==> src/rtl/bouncing_box_gen.sv <==
// Bouncing-box pixel generator: fixed wall border plus a square box
// that bounces inside it, stepping once per frame during vertical blank.
module bouncing_box_gen #(
    parameter int          H_MAX      = 640,
    parameter int          V_MAX      = 480,
    parameter int          WALL_W     = 8,
    parameter int          BOX_SIZE   = 32,
    parameter int          BOX_VEL    = 2,
    parameter logic [11:0] BOX_COLOR  = 12'hF00,
    parameter logic [11:0] WALL_COLOR = 12'h00F,
    parameter logic [11:0] BG_COLOR   = 12'hFFF
) (
    input  logic        clk,
    input  logic        reset,
    input  logic [9:0]  pixel_x,
    input  logic [9:0]  pixel_y,
    input  logic        video_on,
    input  logic        pause,
    output logic [11:0] RGB,
    output logic        frame_tick
);

    typedef enum logic {
        INC = 1'b0,
        DEC = 1'b1
    } dir_t;

    localparam logic [10:0] SZ     = 11'(BOX_SIZE);
    localparam logic [10:0] VEL    = 11'(BOX_VEL);
    localparam logic [10:0] WALL   = 11'(WALL_W);
    localparam logic [10:0] X_LIM  = 11'(H_MAX - WALL_W);
    localparam logic [10:0] Y_LIM  = 11'(V_MAX - WALL_W);
    localparam logic [10:0] X_HI   = 11'(H_MAX - WALL_W - BOX_SIZE);
    localparam logic [10:0] Y_HI   = 11'(V_MAX - WALL_W - BOX_SIZE);
    localparam logic [10:0] LO_LIM = 11'(WALL_W + BOX_VEL);
    localparam logic [10:0] X_RST  = 11'((H_MAX - BOX_SIZE) / 2);
    localparam logic [10:0] Y_RST  = 11'((V_MAX - BOX_SIZE) / 2);
    localparam logic [10:0] TICK_Y = 11'(V_MAX + 1);

    logic [10:0] x;
    logic [10:0] y;
    logic        tick_cond;
    logic        tick_d;
    logic        step;

    assign x = {1'b0, pixel_x};
    assign y = {1'b0, pixel_y};

    // The sync stage holds each count for several clocks, so edge-detect
    assign tick_cond = (y == TICK_Y) && (x == 11'd0);

    always_ff @(posedge clk or posedge reset) begin
        if (reset) begin
            tick_d     <= 1'b0;
            frame_tick <= 1'b0;
        end else begin
            tick_d     <= tick_cond;
            frame_tick <= tick_cond & ~tick_d;
        end
    end

    assign step = frame_tick & ~pause;

    dir_t        dir_x;
    dir_t        dir_x_nxt;
    dir_t        dir_y;
    dir_t        dir_y_nxt;
    logic [10:0] box_x;
    logic [10:0] box_x_nxt;
    logic [10:0] box_y;
    logic [10:0] box_y_nxt;

    always_ff @(posedge clk or posedge reset) begin
        if (reset) begin
            box_x <= X_RST;
            box_y <= Y_RST;
            dir_x <= INC;
            dir_y <= INC;
        end else begin
            box_x <= box_x_nxt;
            box_y <= box_y_nxt;
            dir_x <= dir_x_nxt;
            dir_y <= dir_y_nxt;
        end
    end

    always_comb begin
        box_x_nxt = box_x;
        dir_x_nxt = dir_x;
        if (step) begin
            unique case (dir_x)
                INC: begin
                    if (box_x + SZ + VEL >= X_LIM) begin
                        box_x_nxt = X_HI;
                        dir_x_nxt = DEC;
                    end else begin
                        box_x_nxt = box_x + VEL;
                    end
                end
                DEC: begin
                    if (box_x <= LO_LIM) begin
                        box_x_nxt = WALL;
                        dir_x_nxt = INC;
                    end else begin
                        box_x_nxt = box_x - VEL;
                    end
                end
            endcase
        end
    end

    always_comb begin
        box_y_nxt = box_y;
        dir_y_nxt = dir_y;
        if (step) begin
            unique case (dir_y)
                INC: begin
                    if (box_y + SZ + VEL >= Y_LIM) begin
                        box_y_nxt = Y_HI;
                        dir_y_nxt = DEC;
                    end else begin
                        box_y_nxt = box_y + VEL;
                    end
                end
                DEC: begin
                    if (box_y <= LO_LIM) begin
                        box_y_nxt = WALL;
                        dir_y_nxt = INC;
                    end else begin
                        box_y_nxt = box_y - VEL;
                    end
                end
            endcase
        end
    end

    logic        wall_on;
    logic        box_on;
    logic [11:0] rgb_nxt;

    assign wall_on = (x < WALL) || (x >= X_LIM) ||
                     (y < WALL) || (y >= Y_LIM);

    assign box_on = (x >= box_x) && (x < box_x + SZ) &&
                    (y >= box_y) && (y < box_y + SZ);

    always_comb begin
        rgb_nxt = BG_COLOR;
        if (!video_on) begin
            rgb_nxt = 12'h000;
        end else if (box_on) begin
            rgb_nxt = BOX_COLOR;
        end else if (wall_on) begin
            rgb_nxt = WALL_COLOR;
        end
    end

    always_ff @(posedge clk or posedge reset) begin
        if (reset) begin
            RGB <= 12'h000;
        end else begin
            RGB <= rgb_nxt;
        end
    end

endmodule

==> config.mk <==
export PLATFORM = sky130hd
export DESIGN_NAME = bouncing_box_gen
export DESIGN_NICKNAME = d
export VERILOG_FILES = /design/src/rtl/bouncing_box_gen.sv
export SDC_FILE = /design/constraint.sdc
export NUM_CORES = 1
export LEC_CHECK = 0
export BUFFER_PORTS_ARGS = -buffer_cell sky130_fd_sc_hd__clkbuf_2
export CAP_MARGIN = 15
export CORE_MARGIN = 2
export CORE_UTILIZATION = 30
export CTS_CLUSTER_SIZE = 12
export DETAILED_ROUTE_END_ITERATION = 12
export PLACE_DENSITY = 0.51
export SYNTH_ARGS = -nofsm -noshare
export SYNTH_HDL_FRONTEND = slang
export SYNTH_SLANG_ARGS = --single-unit
==> constraint.sdc <==
create_clock -name clk -period 2.5 [get_ports clk]
set_clock_uncertainty 0.05 [all_clocks]
set_input_delay 0.5 -clock clk [delete_from_list [all_inputs] [get_ports clk]]
set_output_delay 0.5 -clock clk [all_outputs]
set_load 0.03 [all_outputs]
# ---- Yosys cells after proc, flatten, opt, wreduce, memory -nomap -nowiden
# Cells that the tools add are included.
dict set report word_totals {
  inputBits 24
  output_inout_bits 13
  ff_bits 38
  word_cells 57
  rom_bits 0
  latch_bits 0
  ram_bits 0
  memories 0
}
dict set report classes {
  n_shift 0
  add_sub_neg 8
  order_cmp 12
  eq_ne 1
  n_reduce_logical 8
  mul 0
  n_bitwise 6
  mux 15
  div_mod_pow 0
}
# cell count
set op_table {}
lappend op_table {{$add 11x2->11 const B} 4}
lappend op_table {{$mux 11} 4}
lappend op_table {{$pmux 11 s2} 2}
lappend op_table {{$mux 12} 3}
lappend op_table {{$add 11x6->11 const B} 2}
lappend op_table {{$ge 10x11->1} 2}
lappend op_table {{$le 11x4->1 const B} 2}
lappend op_table {{$lt 10x11->1} 2}
lappend op_table {{$sub 11x2->11 const B} 2}
lappend op_table {{$lt 10x4->1 const B} 2}
lappend op_table {{$ge 11x10->1 const B} 1}
lappend op_table {{$ge 11x9->1 const B} 1}
lappend op_table {{$logic_not 11->1} 1}
lappend op_table {{$eq 10x9->1 const B} 1}
lappend op_table {{$ge 10x10->1 const B} 1}
lappend op_table {{$ge 10x9->1 const B} 1}
lappend op_table {{$logic_and 1x1->1} 4}
lappend op_table {{$mux 1} 4}
lappend op_table {{$not 1->1} 4}
lappend op_table {{$pmux 1 s2} 2}
lappend op_table {{$logic_or 1x1->1} 3}
lappend op_table {{$and 1x1->1} 2}

# ---- Longest topological paths before layout
dict set report depth {
  depth_word 7
  mapped_depth 12
  mapped_depth_nobuf 11
}

# ---- Worst setup path before layout
# OpenSTA, ideal clock, no wires.
dict set report synth_path {
  path_type {reg-to-reg}
  start {reg box_y[5]}
  end {reg box_y[10]}
  path_stages_with_launch 11
  path_buffers 2
  period_less_slack_ns 2.639
  t_arrival_ns 2.509
  required_time_ns 2.370
  setup_ns 0.080
  slack_ns -0.139
  path_cell_list {dfstp_2 > clkbuf_1 > inv_2 > ha_1 > and4_1 > clkbuf_1 > a31oi_1 > o2111ai_1 > o2111a_1 > or3_4 > o211ai_2}
}
dict set report synth_between {
  elab_chain_cells 5
  word_cells_on_any_way 9
  cone_classes {add/sub: 4; order compare: 2; mux: 3}
}
# item line
set synth_rtl {}
lappend synth_rtl {{start, declared} 70} ;# logic [10:0] box_y;
lappend synth_rtl {{start signal, assigned} 81} ;# box_y <= box_y_nxt;
lappend synth_rtl {{$add 11x6->11} 118} ;# if (box_y + SZ + VEL >= Y_LIM) begin
lappend synth_rtl {{$add 11x2->11} 118}
lappend synth_rtl {{$ge 11x9->1} 118}
lappend synth_rtl {{$mux 11} 118}
lappend synth_rtl {{$pmux 11 s2 (*)} 116} ;# unique case (dir_y)
# Mark *: on every way between the ends. The rest lies on a longest branch, timed or not.
# A chain may end at the register's enable or synchronous reset.

# ---- Final worst setup path
dict set report layout_path {
  start {reg box_x[5]}
  end {reg box_x[3]}
}
dict set report layout_between {
  elab_chain_cells 5
  word_cells_on_any_way 7
  cone_classes {add/sub: 2; order compare: 2; mux: 3}
}
# item line
set layout_rtl {}
lappend layout_rtl {{start, declared} 68} ;# logic [10:0] box_x;
lappend layout_rtl {{start signal, assigned} 80} ;# box_x <= box_x_nxt;
lappend layout_rtl {{$add 11x6->11} 93} ;# if (box_x + SZ + VEL >= X_LIM) begin
lappend layout_rtl {{$add 11x2->11} 93}
lappend layout_rtl {{$ge 11x10->1} 93}
lappend layout_rtl {{$mux 11} 93}
lappend layout_rtl {{$pmux 11 s2 (*)} 91} ;# unique case (dir_x)
# Marks and branches as above.

==> impl_summary.log <==
[metrics] clk sink count: 27
[metrics] ranking of synthesized cells by instance count: 40 x ha_1, 36 x nand2_1, 26 x nor2_1, 26 x o21ai_0
[metrics] number of cell instances on the worst register-to-register path: 10
[metrics] Final Cycle Share: 97.1%
[metrics] Tightest Hold Check Type: in -> async
[metrics] TritonCTS clock tree: done
[metrics] R2R Path End: box_x[3]
[metrics] Die ar.: 12,200 um2
[metrics] core region area: 11,000 um2
[metrics] fraction of power consumed by the clock network: 40.8%
[metrics] top cell type by total area after synthesis: dfrtp_1
[metrics] Max Clock Freq: 0.412 GHz
[metrics] initial antenna violation count: 0
[metrics] Cell Area, Synth: 3410 um2
[metrics] final standard cell area without fillers: 4420 um2
[metrics] final worst path period need: 2.43 ns
[metrics] library cell appearing most often on the critical path: buf_4
[metrics] number of input and output port buffers inserted: 36
[metrics] top cells by area, synth: dfrtp_1 15%, ha_1 15%, dfstp_2 4.6%
[metrics] maximum number of pins on one net before global-route repair: 31
[metrics] Fillers: 1,085
[metrics] diode insertion count for antenna repair: 0
[metrics] Power Dens Cells: 218 nW/um2
[metrics] Post-synth EDFFs: 0
[metrics] Overflow after GRT: 0
[metrics] delay-heaviest family, CP: simple AND/OR/NAND/NOR gates
[metrics] instance count of the mapped netlist: 434
[metrics] chain of cells forming the critical path: buf_6 -> ha_4 -> nand3_4 -> xnor2_2 -> buf_4 -> or4_4 -> o211ai_4 -> buf_4 -> o2111ai_1 -> and2_1
[metrics] average cell area after synthesis: 7.85 um2
[metrics] Clock Tree Root: clkbuf_16
[metrics] maximum single-stage delay on the critical path: 0.59 ns
[metrics] clock insertion delay at the later pin of the skew report: 0.27 ns
[metrics] count of pins on the block boundary: 37
[metrics] share of total power in sequential cells: 45.8%
[metrics] hold buffers post-CTS: 0
[metrics] number of buffers on the longest clock path: 2
[metrics] FP Rows: 38
[metrics] Iter 0 DRT Violations: 349
[metrics] first-pass iteration count of the detailed router: 7
[metrics] routed vias/inst: 5.60
[metrics] FF/Latch Area: 684 um2
[metrics] type of origin of the critical path: register
[metrics] buffers and inverters on the worst path: 3
[metrics] number of nets in the final layout: 568
[metrics] total count of hold-check failures in the final report: 0
[metrics] net count of the mapped netlist: 498
[metrics] number of standard cells in the layout, taps in and fillers out: 643
[metrics] setup repair after global routing missed its margin: yes
[metrics] Synth Warn #: 0
[metrics] transition time at the pin with the least slew margin: 0.576 ns
[metrics] htree depth: 1
[metrics] die boundary height: 111 um
[metrics] initial core utilization: 31.0%
[metrics] Max Cap Viol: 0
[metrics] post-detailed-placement half-perimeter wirelength: 8.31 mm
[metrics] result of the run: completed
[metrics] TritonCTS buffer count: 3
[metrics] Layout area overhead: 29.8%
[metrics] share of the core filled with cells in the final layout: 40.3%
[metrics] first-pass GRT wire length: 17.4 mm
[metrics] area of the multi-input gates: 2720 um2
[metrics] Logic pwr share: 13.4%
[metrics] beginning of the worst register-to-register path: box_x[5]
[metrics] startpoint of the most critical setup path: box_x[5]
[metrics] R2R Setup Slk: 0.07 ns
[metrics] count of antenna-violating nets left after detailed routing: 0
[metrics] mean routed wirelength per cell: 16.7 um
[metrics] number of design rule violations left after detail routing: 0
[metrics] critical path type: reg -> reg
[metrics] total of flip-flops plus latches after synthesis: 27
[metrics] relative max-transition margin: 60.6%
[metrics] all-layer global routing usage: 17.2%
[metrics] switching power as a share of total power: 26.6%
[metrics] routability-driven placement congestion ratio: 0.848
[metrics] leading cell type by number of instances after synthesis: ha_1
[metrics] most used flip-flop cell after synthesis: dfrtp_1
[metrics] P_int: 708 uW
[metrics] required time of the critical path: 2.61 ns
[metrics] via count of the first global-routing pass: 3,403
[metrics] # setup viols final: 0
[metrics] number of instances in the placed design: 636
[metrics] asr flop ratio synth: 100%
[metrics] largest voltage drop on the vdd net: 0.000216 V
[metrics] count of pins over their slew limit: 0
[metrics] sequential-to-total area share from yosys stat: 20.1%
[metrics] Net Switching: 256 uW
[metrics] worst-path fanout max: 5
[metrics] fraction of layout cells with a size suffix above 1: 33.4%
[metrics] Synth top area share: 15.4%
[metrics] Horiz. Die Dim: 111 um
[metrics] Critical Path End Type: register
[metrics] distinct cell type count after synthesis: 74
[metrics] Crit path arrival time: 2.54 ns
[metrics] Post-Place Cell Area: 4060 um2
[metrics] Via Count: 3,601
[metrics] Leakage Power: 0.00174 uW
[metrics] cell with the largest stage delay on the worst path: dfstp_2
[metrics] clock edge transition at the registers on the reported setup and hold paths: 0.07 ns
[metrics] final wirelength: 10.8 mm
## layout by cell type (no fill, tap or decap), types with 6 or more instances in the layout
cell type	count
a21oi_1	22
a31oi_1	7
buf_4	61
clkbuf_2	36
dfrtp_1	20
dfstp_2	6
ha_1	36
inv_1	21
inv_2	6
nand2_1	33
nand3_1	14
nand4_1	9
nor2_1	26
nor3_1	18
o21ai_0	26
o21ai_1	7
xnor2_1	8
xnor2_2	6
## flip-flops by register name, summed over array words and instances (netlist names)
register    cells
dir_y           1
tick_d          1
box_y          10
RGB             3
dir_x           1
frame_tick      1
box_x          10
## worst register-to-register path, stage by stage (launching register included)
cell       delay [ns]
dfstp_2          0.59
buf_6            0.13
ha_4             0.14
nand3_4          0.08
xnor2_2          0.17
buf_4            0.15
or4_4            0.43
o211ai_4         0.15
buf_4            0.19
o2111ai_1        0.10
and2_1           0.15
## how the worst max path moves through the flow
| stage | to | depth (start not counted) |
|---|---|---|
| after detailed placement | RGB[10] | 10 |
| after global routing | RGB[10] | 10 |
| after global placement | RGB[10] | 10 |
| after CTS | box_x[6] | 9 |
| final | box_x[3] | 10 |
| after floorplan | RGB[10] | 10 |
## power groups by stage
stage	Clock, uW	Combinational [uW]	Sequential, uW
finish	393	129	441
global route	419	144	442
CTS	406	124	442
detailed placement	0	123	450
global placement	0	121	450
floorplan	0	73.1	455
## final cells by class
cell class / instances / area share [%]
Tap cell: 140 / 3.96
Timing Repair Buffer: 99 / 14.9
Sequential cell: 27 / 15.5
Inverter: 28 / 2.43
Multi-Input combinational cell: 345 / 61.4
Clock buffer: 4 / 1.78
## cells by family (layout without fill, tap and decap cells)
logic type | after synthesis | after routing | synth area share (%)
AO/OA/AOI/OAI | 125 | 125 | 26.4
XOR/XNOR | 17 | 17 | 4.59
adder cells (fa/ha/maj) | 40 | 40 | 14.7
buffers and inverters | 62 | 131 | 8.37
flip-flops | 27 | 27 | 20.1
multiplexers | 2 | 2 | 0.624
AND/OR/NAND/NOR | 161 | 161 | 25.3
## through the flow
step / power [uW] / TNS [ns] / setup WS (ns) / hold WS [ns]
finish: 963 / 0 / 0.0721 / 0.239
global route: 1010 / -0.0541 / -0.0212 / 0.287
CTS: 971 / -0.0111 / -0.0111 / 0.256
detailed placement: 573 / -0.266 / -0.0896 / 0.353
global placement: 571 / -0.250 / -0.0891 / 0.342
floorplan: 528 / 0 / 0.0206 / 0.328
## timing repair
item | in CTS | in global routing
setup buffers | 3 | 0
setup endpoints to repair | 7 | 20
hold endpoints to repair | 0 | 0
gates resized for setup | 19 | 28
cloned | 0 | 0
pin swaps | 5 | 14
## metal layers
layer	global-route usage [%]	up-vias	wire length, um
li1	-	1738	-
met3	2.25	15	665
met4	3.58	0	126
met1	24.7	1721	5110
met5	0	-	0
met2	27.4	127	4860
No activity file was read; power rests on OpenSTA's default activity.
